--- src/rtl/div_pkg.sv ---
`timescale 1ns/1ps
`default_nettype none
// ============================================================================
//  Module      : div_pkg
//  Description : Shared types and constants for the sequential divider.
//  Revision    : 1.0 - initial release
// ============================================================================
package div_pkg;

  localparam int DIV_WIDTH = 32;

  // Quotient reported for a zero divisor (all ones).
  localparam logic [DIV_WIDTH-1:0] DIV0_QUOTIENT = '1;

  typedef enum logic [1:0] {
    IDLE = 2'd0,
    RUN  = 2'd1,
    FIX  = 2'd2,
    DONE = 2'd3
  } div_state_t;

endpackage
`default_nettype wire

--- src/rtl/div_seq_ctrl_if.sv ---
`timescale 1ns/1ps
`default_nettype none
// ============================================================================
//  Module      : div_seq_ctrl_if
//  Description : Request/result bundle between the control unit (master)
//                and the sequential divider (slave).
//  Revision    : 1.0 - initial release
// ============================================================================
interface div_seq_ctrl_if #(
  parameter int WIDTH = 32
);

  logic             start;
  logic [WIDTH-1:0] dividend;
  logic [WIDTH-1:0] divisor;
  logic             busy;
  logic             done;
  logic [WIDTH-1:0] quotient;
  logic [WIDTH-1:0] remainder;
  logic             div_by_zero;

  modport master (
    output start, dividend, divisor,
    input  busy, done, quotient, remainder, div_by_zero
  );

  modport slave (
    input  start, dividend, divisor,
    output busy, done, quotient, remainder, div_by_zero
  );

endinterface
`default_nettype wire

--- src/rtl/div_step.sv ---
`timescale 1ns/1ps
`default_nettype none
// ============================================================================
//  Module      : div_step
//  Description : One non-restoring division iteration (combinational).
//                The partial remainder is one bit wider than the operands so
//                that divisors with the MSB set do not overflow.
//  Revision    : 1.0 - initial release
// ============================================================================
module div_step #(
  parameter int WIDTH = 32
) (
  input  logic [WIDTH:0]   a_i,
  input  logic [WIDTH-1:0] q_i,
  input  logic [WIDTH-1:0] m_i,
  output logic [WIDTH:0]   a_o,
  output logic [WIDTH-1:0] q_o
);

  logic [WIDTH:0] w_a_shift;
  logic [WIDTH:0] w_m_ext;

  // Shift {A,Q} left, then add or subtract M depending on the pre-shift sign of A.
  always_comb begin
    w_a_shift = {a_i[WIDTH-1:0], q_i[WIDTH-1]};
    w_m_ext   = {1'b0, m_i};
    a_o       = a_i[WIDTH] ? (w_a_shift + w_m_ext) : (w_a_shift - w_m_ext);
    q_o       = {q_i[WIDTH-2:0], ~a_o[WIDTH]};
  end

endmodule
`default_nettype wire

--- src/rtl/div_seq_ctrl.sv ---
`timescale 1ns/1ps
`default_nettype none
// ============================================================================
//  Module      : div_seq_ctrl
//  Description : Multi-cycle non-restoring divider sequencer, one iteration
//                per clock. Results (LO=quotient, HI=remainder) are
//                registered on entry to DONE and held until the next
//                completion.
//  Config      : DIV_SIGNED_EN - two's complement operands (magnitude divide
//                plus sign fix-up in FIX); undefined gives unsigned divide.
//  Revision    : 1.0 - initial release
// ============================================================================
module div_seq_ctrl
  import div_pkg::*;
#(
  parameter int WIDTH = DIV_WIDTH,
  parameter int CNT_W = $clog2(WIDTH) + 1
) (
  input  logic           clock,
  input  logic           reset_n,
  div_seq_ctrl_if.slave  bus
);

  localparam logic [WIDTH-1:0] DIV0_Q   = {WIDTH{DIV0_QUOTIENT[0]}};
  localparam logic [CNT_W-1:0] CNT_LAST = CNT_W'(WIDTH - 1);

  div_state_t       state_q, state_d;
  logic [CNT_W-1:0] cnt_q, cnt_d;
  logic [WIDTH:0]   a_q, a_d;
  logic [WIDTH-1:0] qr_q, qr_d;
  logic [WIDTH-1:0] m_q, m_d;
  logic [WIDTH-1:0] quot_q, quot_d;
  logic [WIDTH-1:0] rem_q, rem_d;
  logic             dbz_q, dbz_d;

  logic             w_ready;
  logic             w_accept;
  logic             w_div0;
  logic [WIDTH:0]   w_a_next;
  logic [WIDTH-1:0] w_q_next;
  logic [WIDTH-1:0] w_dvd_mag;
  logic [WIDTH-1:0] w_dvs_mag;
  logic [WIDTH-1:0] w_rem_abs;
  logic [WIDTH-1:0] w_quot_fix;
  logic [WIDTH-1:0] w_rem_fix;

  // A request is only looked at when no operation is in flight.
  assign w_ready  = (state_q == IDLE) || (state_q == DONE);
  assign w_accept = w_ready && bus.start && (bus.divisor != '0);
  assign w_div0   = w_ready && bus.start && (bus.divisor == '0);

  // Final remainder restore: a negative partial remainder gets M added back.
  assign w_rem_abs = a_q[WIDTH] ? (a_q[WIDTH-1:0] + m_q) : a_q[WIDTH-1:0];

  div_step #(.WIDTH(WIDTH)) u_step (
    .a_i (a_q),
    .q_i (qr_q),
    .m_i (m_q),
    .a_o (w_a_next),
    .q_o (w_q_next)
  );

`ifdef DIV_SIGNED_EN
  logic qneg_q;
  logic rneg_q;

  assign w_dvd_mag  = bus.dividend[WIDTH-1] ? -bus.dividend : bus.dividend;
  assign w_dvs_mag  = bus.divisor[WIDTH-1]  ? -bus.divisor  : bus.divisor;
  assign w_quot_fix = qneg_q ? -qr_q      : qr_q;
  assign w_rem_fix  = rneg_q ? -w_rem_abs : w_rem_abs;

  // Capture the result signs with the operands; remainder follows the dividend.
  always_ff @(posedge clock or negedge reset_n) begin
    if (!reset_n) begin
      qneg_q <= 1'b0;
      rneg_q <= 1'b0;
    end else if (w_accept) begin
      qneg_q <= bus.dividend[WIDTH-1] ^ bus.divisor[WIDTH-1];
      rneg_q <= bus.dividend[WIDTH-1];
    end
  end
`else
  assign w_dvd_mag  = bus.dividend;
  assign w_dvs_mag  = bus.divisor;
  assign w_quot_fix = qr_q;
  assign w_rem_fix  = w_rem_abs;
`endif

  // State, datapath and result registers.
  always_ff @(posedge clock or negedge reset_n) begin
    if (!reset_n) begin
      state_q <= IDLE;
      cnt_q   <= '0;
      a_q     <= '0;
      qr_q    <= '0;
      m_q     <= '0;
      quot_q  <= '0;
      rem_q   <= '0;
      dbz_q   <= 1'b0;
    end else begin
      state_q <= state_d;
      cnt_q   <= cnt_d;
      a_q     <= a_d;
      qr_q    <= qr_d;
      m_q     <= m_d;
      quot_q  <= quot_d;
      rem_q   <= rem_d;
      dbz_q   <= dbz_d;
    end
  end

  // Next-state logic: accept/iterate/fix-up, results loaded only on entry to DONE.
  always_comb begin
    state_d = state_q;
    cnt_d   = cnt_q;
    a_d     = a_q;
    qr_d    = qr_q;
    m_d     = m_q;
    quot_d  = quot_q;
    rem_d   = rem_q;
    dbz_d   = dbz_q;
    case (state_q)
      IDLE, DONE: begin
        state_d = IDLE;
        if (w_accept) begin
          state_d = RUN;
          cnt_d   = '0;
          a_d     = '0;
          qr_d    = w_dvd_mag;
          m_d     = w_dvs_mag;
        end else if (w_div0) begin
          state_d = DONE;
          quot_d  = DIV0_Q;
          rem_d   = bus.dividend;
          dbz_d   = 1'b1;
        end
      end
      RUN: begin
        a_d   = w_a_next;
        qr_d  = w_q_next;
        cnt_d = cnt_q + CNT_W'(1);
        if (cnt_q == CNT_LAST) begin
          state_d = FIX;
        end
      end
      FIX: begin
        state_d = DONE;
        quot_d  = w_quot_fix;
        rem_d   = w_rem_fix;
        dbz_d   = 1'b0;
      end
      default: state_d = IDLE;
    endcase
  end

  assign bus.busy        = (state_q == RUN) || (state_q == FIX);
  assign bus.done        = (state_q == DONE);
  assign bus.quotient    = quot_q;
  assign bus.remainder   = rem_q;
  assign bus.div_by_zero = dbz_q;

endmodule
`default_nettype wire

--- src/flat_wrapper.sv ---
// flat-port wrapper written by rule: the top's interface ports become plain ports
module div_seq_ctrl_flat import div_pkg::*;
#(
  parameter int WIDTH = DIV_WIDTH,
  parameter int CNT_W = $clog2(WIDTH) + 1
)
  (clock, reset_n, bus_start, bus_dividend, bus_divisor, bus_busy, bus_done, bus_quotient, bus_remainder, bus_div_by_zero);
  div_seq_ctrl_if #(.WIDTH(WIDTH)) bus_i ();
  input  logic clock;
  input  logic reset_n;
  input wire logic [$bits(bus_i.start)-1:0] bus_start;
  input wire logic [$bits(bus_i.dividend)-1:0] bus_dividend;
  input wire logic [$bits(bus_i.divisor)-1:0] bus_divisor;
  output wire logic [$bits(bus_i.busy)-1:0] bus_busy;
  output wire logic [$bits(bus_i.done)-1:0] bus_done;
  output wire logic [$bits(bus_i.quotient)-1:0] bus_quotient;
  output wire logic [$bits(bus_i.remainder)-1:0] bus_remainder;
  output wire logic [$bits(bus_i.div_by_zero)-1:0] bus_div_by_zero;
  assign bus_i.start = bus_start;
  assign bus_i.dividend = bus_dividend;
  assign bus_i.divisor = bus_divisor;
  assign bus_busy = bus_i.busy;
  assign bus_done = bus_i.done;
  assign bus_quotient = bus_i.quotient;
  assign bus_remainder = bus_i.remainder;
  assign bus_div_by_zero = bus_i.div_by_zero;
  div_seq_ctrl #(.WIDTH(WIDTH), .CNT_W(CNT_W)) u_core (.clock(clock), .reset_n(reset_n), .bus(bus_i));
endmodule
--- config.mk ---
export PLATFORM = sky130hd
export DESIGN_NAME = div_seq_ctrl_flat
export DESIGN_NICKNAME = d
export VERILOG_FILES = /design/src/rtl/div_pkg.sv /design/src/rtl/div_seq_ctrl_if.sv /design/src/rtl/div_step.sv /design/src/rtl/div_seq_ctrl.sv /design/src/flat_wrapper.sv
export SDC_FILE = /design/constraint.sdc
export NUM_CORES = 1
export LEC_CHECK = 0
export CAP_MARGIN = 20
export CORE_UTILIZATION = 35
export CTS_CLUSTER_DIAMETER = 50
export DETAILED_ROUTE_END_ITERATION = 8
export DONT_BUFFER_PORTS = 1
export PLACE_DENSITY = 0.47
export REMOVE_ABC_BUFFERS = 1
export SLEW_MARGIN = 20
export SYNTH_ARGS = -nofsm -noshare
export SYNTH_HDL_FRONTEND = slang
export SYNTH_SLANG_ARGS = --single-unit
--- constraint.sdc ---
create_clock -name clock -period 5.95 [get_ports clock]
set_clock_uncertainty 0.05 [all_clocks]
set_input_delay 0.2975 -clock clock [delete_from_list [all_inputs] [get_ports clock]]
set_output_delay 0.2975 -clock clock [all_outputs]
set_load 0.02 [all_outputs]
Yosys cells after proc, flatten, opt, wreduce, memory -nomap -nowiden:

Index checks and enable logic that the tools add are counted.
Widths: inputs -> output; s select.

* input bits: 67
* output and inout bits: 67
* register bits: 170

* add/sub/neg operators: 4
* eq/ne operators: 8
* reductions and logical operators: 14
* multiplexer cells: 21
* bitwise operators: 1

Operator list (count)
* $mux 32: 6
* $pmux 32 s2: 3
* $mux 33: 2
* $pmux 33 s2: 1
* $add 33x32->33: 1
* $sub 33x32->33: 1
* $add 32x32->32: 1
* $logic_not 32->1: 1
* $reduce_bool 32->1: 1
* $pmux 6 s2: 1
* $add 6x1->6 const B: 1
* $eq 6x5->1 const B: 1
* $mux 2: 3
* $mux 6: 1
* $ne 2x1->1 const B: 3
* $pmux 2 s3: 1
* $eq 2x2->1 const B: 2
* $reduce_and 2->1: 2
* $reduce_bool 2->1: 2
* $logic_and 1x1->1: 3
* $reduce_and 3->1: 1
* $eq 2x1->1 const B: 1
* $logic_not 2->1: 1
* $logic_or 1x1->1: 2
* other kinds (5): 6

Logic depth before layout (Yosys ltp):

* word-level depth: 7
* depth in mapped cells: 20
* mapped depth without buffers: 19

Hierarchy:

From an unflattened synthesis, not the netlist that was laid out.

* cell total of the unflattened synthesis: 1324
* area total of the unflattened synthesis: 11713.7 um2

Modules (own cells, without submodules)
* div_seq_ctrl: cells an instance 965, area each 9161.3 um2, seq. area each 4254.1 um2, times used 1
* div_step: cells an instance 359, area each 2552.4 um2, seq. area each 0.0 um2, times used 1

Worst setup path after synthesis:

OpenSTA, ideal clock, no wires.

* path kind: register to register
* start point: register u_core.m_q[7]
* end point: register u_core.a_q[32]
* data required time: 5.779 ns
* stages on the path, launching flop included: 20
* setup time: 0.121 ns
* data arrival time: 3.902 ns
* setup slack: 1.877 ns
* buffers on the path: 0
* cell sequence: dfrtp_1 nor4_2 nand2b_1 or3_4 or3_1 nor3_2 nand2_1 nor2_1 a21oi_1 xor2_1 ha_1 a21oi_1 o21ai_0 a41o_1 nand2_1 nor3_1 a21o_1 a21oi_1 xnor2_1 a22o_1

* word-level cells in the longest chain between the ends: 3
* elaborated cells between the ends (all ways): 4
* classes of those cells: add/sub (2); mux (2)

RTL lines
* start: declaration: line div_seq_ctrl.sv:31 `logic [WIDTH-1:0] m_q, m_d;`
* start signal: assignment: line div_seq_ctrl.sv:105 `m_q <= m_d;`
* $sub 33x32->33 or $add 33x32->33 (tied branches): line div_step.sv:27 `a_o = a_i[WIDTH] ? (w_a_shift + w_m_ext) : (w_a_shift - w_m_ext);`
* $mux 33 *: line div_step.sv:27
* $pmux 33 s2 *: line div_seq_ctrl.sv:122 `case (state_q)`
* end signal: assignment: line div_seq_ctrl.sv:94 `a_q <= '0;`
* end signal: assignment: line div_seq_ctrl.sv:103 `a_q <= a_d;`
* end: declaration: line div_seq_ctrl.sv:29 `logic [WIDTH:0] a_q, a_d;`

Mark *: on every way between the ends. The rest lies on a longest branch, timed or not.
A chain may end at the register's enable or synchronous reset.

Worst setup path in the final report:

* start point: register u_core.m_q[6]
* end point: register u_core.a_q[32]

Same word-level chain as after synthesis.

==> flow_summary.yaml <==
power_and_ir_drop:
  p_switching_mw: 4.525
  clkPwrFrac: 0.126
  power.total_mw: 8.848
  p_int_mw: 4.323
  switching_share: 0.5114
  p_seq_frac: 0.299
  power_density_nw_per_um2: 701.2
  leakage_nw: 5.515
  peakVddDrop_uv: 249.7
  pwr-share-comb: 0.575
critical_path:
  worstSetupEndpointType: "flip-flop"
  arrival_ps: 4860
  cp.required_ps: 6220
  path_max_fanout: 5
  setup.worst_path.class: "flip-flop to flip-flop"
  startpoint_type: "flip-flop"
place:
  port_buffers: 0
  post-dp-hpwl_mm: 23.99
  gp_congestion: 0.8892
  dp.cells: 1622
  dpl-instance-area_um2: 11520
clock_tree:
  postCtsSetupBuffers: 0
  clock_sinks: 170
  cts_inserted_buffers: 17
  cts_buffer_depth: 2
  htree_levels: 4
  clk_pin_slew_worst_paths_ps: 70
  tritoncts: "yes"
  cts.repair.resized: 0
  cts-root-buf: "clkbuf_16"
  insertion_delay_ps: 440
global_route:
  grt_usage: 0.2072
  grt_pass1_wl_mm: 53.05
  gr-total-overflow: 0
  grt_pass1_vias: 9247
  antenna_found_initial: 1
  grt_max_degree: 171
logic_synthesis:
  synth_area_leader_cell: "dfrtp_1"
  synth_flop_cell: "dfrtp_1"
  synth.distinct_cells: 67
  synth-async-reset-ratio: 1.000
  avgSynthCellArea_um2: 8.753
  synthTopCellsByArea: "dfrtp_1 (38%), ha_1 (7.7%), nand2_1 (6.9%), o21ai_0 (6.5%), xor2_1 (4.2%)"
  yosysTopAreaCellShare: 0.3809
  yosysWarnings: 0
  netlist_area_um2: 11170
  ys_seq_elements: 170
  netlist_instances: 1276
  ys_seq_area_frac: 0.3809
  synth_edf_count: 0
final_layout:
  syn_to_final_growth_pct: 12.97
  finalNonFillerCells: 1705
  postLayoutCellArea_um2: 12620
  drive_gt1_frac: 0.07143
  finalNetCount: 1427
outcome:
  status: "complete, no violations"
detailed_routing:
  routedWlPerCell_um: 19.24
  route.detailed.drc: 0
  drt-total-wl_mm: 32.81
  drtIter0Drc: 538
  via_count: 9222
  viasPerCell: 5.409
  drt-pass1-iter-count: 5
  antenna_left: 0
flow_run:
  max-cap-violations: 0
floorplan:
  coreArea_um2: 31470
  row_count: 65
  ios: 134
  initial_core_util: 0.3549
  die_x_um: 180.6
  die_area_um2: 32630
  die_y_um: 180.6
hold_path:
  hp-class: "primary input to flip-flop"
timing:
  report.final.hold_viol_count: 0
  rsz0062_at_grt: "false"
  setup_tns_ps: 0
  finalCriticalPeriod_ps: 4592
  report.final.setup_viol: 0
  fin_crit_sh: 0.7718
  maxSlewViolCount: 0
  worstMarginPinSlew_ps: 1023
  slew_headroom: 0.3156
  fmax_mhz: 217.7
stage by stage:
step / hold WS, ps / utilization / setup slack, ps
2_1_floorplan: -48.09 / - / -85.55
3_3_place_gp: -45.21 / 0.3662 / 1443
3_5_place_dp: -44.73 / 0.3662 / 1365
4_1_cts: 1.655 / 0.4008 / 1329
5_1_grt: 1.766 / 0.4008 / 833.0
6_report: 18.23 / 0.4009 / 1358
synthesized netlist by cell type, drive strengths merged, types with 3 or more instances:
library cell,number
a21oi,92
clkbuf,54
o21a,11
a21boi,3
a31oi,13
a31o,3
nand2b,10
a211o,6
mux2i,43
ha,69
nand4,14
inv,26
nand3,23
o21bai,10
and3,5
xor2,54
and4,3
mux2,30
o41ai,3
a221oi,15
buf,13
nor4,13
nor2,78
or3,6
or4,3
dfrtp,170
o31ai,5
o22ai,16
o211ai,7
a21o,27
xnor2,36
o21ai,146
nand2,206
a22o,3
nor2b,7
and2,4
nor3b,6
a211oi,3
nor3,15
worst max-delay path, cell delays in order (launching register included):
cell	delay (ps)
dfrtp_1	450
nor4_2	310
nand2b_1	130
or3_4	370
or3_1	380
nor3_2	290
nand2_1	80
nor2_1	300
a21oi_1	140
xor2_1	170
ha_1	350
a21oi_1	200
o21ai_0	170
a41o_1	270
nand2_1	130
nor3_1	70
a21o_1	180
a21oi_1	170
xnor2_1	100
a22o_1	200
path summary, 6_finish.rpt:
| path | slack [ps] | from | cells after the start | end |
|---|---|---|---|---|
| worst max-delay path | 1360 | u_core.m_q[6]$_DFFE_PN0P_ | 19 | u_core.a_q[32]$_DFFE_PN0P_ |
| worst min-delay path | 20 | bus_dividend[13] | 2 | u_core.bus.remainder[13]$_DFFE_PN0P_ |
| worst max register to register | 1360 | u_core.m_q[6]$_DFFE_PN0P_ | 19 | u_core.a_q[32]$_DFFE_PN0P_ |
| worst min register to register | 450 | u_core.qr_q[5]$_DFFE_PN0P_ | 2 | u_core.qr_q[5]$_DFFE_PN0P_ |
| max in group asynchronous | 4710 | reset_n | 2 | u_core.a_q[9]$_DFFE_PN0P_ |
| min in group asynchronous | 490 | reset_n | 2 | u_core.bus.quotient[21]$_DFFE_PN0P_ |
routing by layer:
metal,routed length (µm),vias to the layer above,track usage
li1,-,4608,-
met4,499,0,0.05607
met3,1704,25,0.04850
met2,13750,210,0.3044
met1,16860,4379,0.3011
met5,0,-,0
flip-flops by register name, indices dropped and copies added (netlist names):
register	count
u_core.qr_q	32
u_core.m_q	32
u_core.a_q	33
u_core.state_q	2
u_core.cnt_q	6
u_core.bus.div_by_zero	1
u_core.bus.remainder	32
u_core.bus.quotient	32
area by class of cell:
cell class              count  area, µm²
inverters                  27      101.3
multi-input cells        1012       6583
clock inverters            14      133.9
flip-flops and latches    170       4255
diodes                      1      2.502
fillers                  3236      18860
clock buffers              18      439.2
repair buffers             61      600.6
well taps                 402      503.0
cell usage in the layout (no fill, tap or decap), drive strengths merged, types with 11 or more instances in the layout:
cell type / instances
nand2: 206
a31oi: 13
a21oi: 92
dlygate4sd3: 49
xor2: 54
nor4: 13
buf: 12
nand3: 23
clkbuf: 18
nor2: 78
o22ai: 16
o21a: 11
ha: 69
nand4: 14
mux2: 30
mux2i: 43
inv: 32
nor3: 15
a21o: 27
dfrtp: 170
o21ai: 146
xnor2: 36
a221oi: 15
repair_timing:
action	4_1_cts	5_1_grt
endpoints found under the setup margin	0	0
hold buffers	50	0
endpoints found under the hold margin	219	0
power groups by stage:
stage | Combinational [mW] | Sequential, mW | Clock [mW]
CTS | 5.11 | 2.65 | 1.15
detailed placement | 5.04 | 2.67 | 0
global route | 5.78 | 2.74 | 1.19
global placement | 5.04 | 2.66 | 0
finish | 5.09 | 2.65 | 1.11
floorplan | 3.88 | 2.41 | 0
cells by family (layout without fill, tap and decap cells):
family	count (synthesis)	in the layout	synth area share
buffers and inverters	94	120	0.03237
and+or+nand+nor	396	396	0.1595
adders and majority gates	71	71	0.08088
DFF	170	170	0.3809
AOI/OAI and AO/OA	382	382	0.2070
other	0	1	0
xor gates and xnor gates	90	90	0.07057
muxes	73	73	0.06878
(Power assumes the default switching activity.)
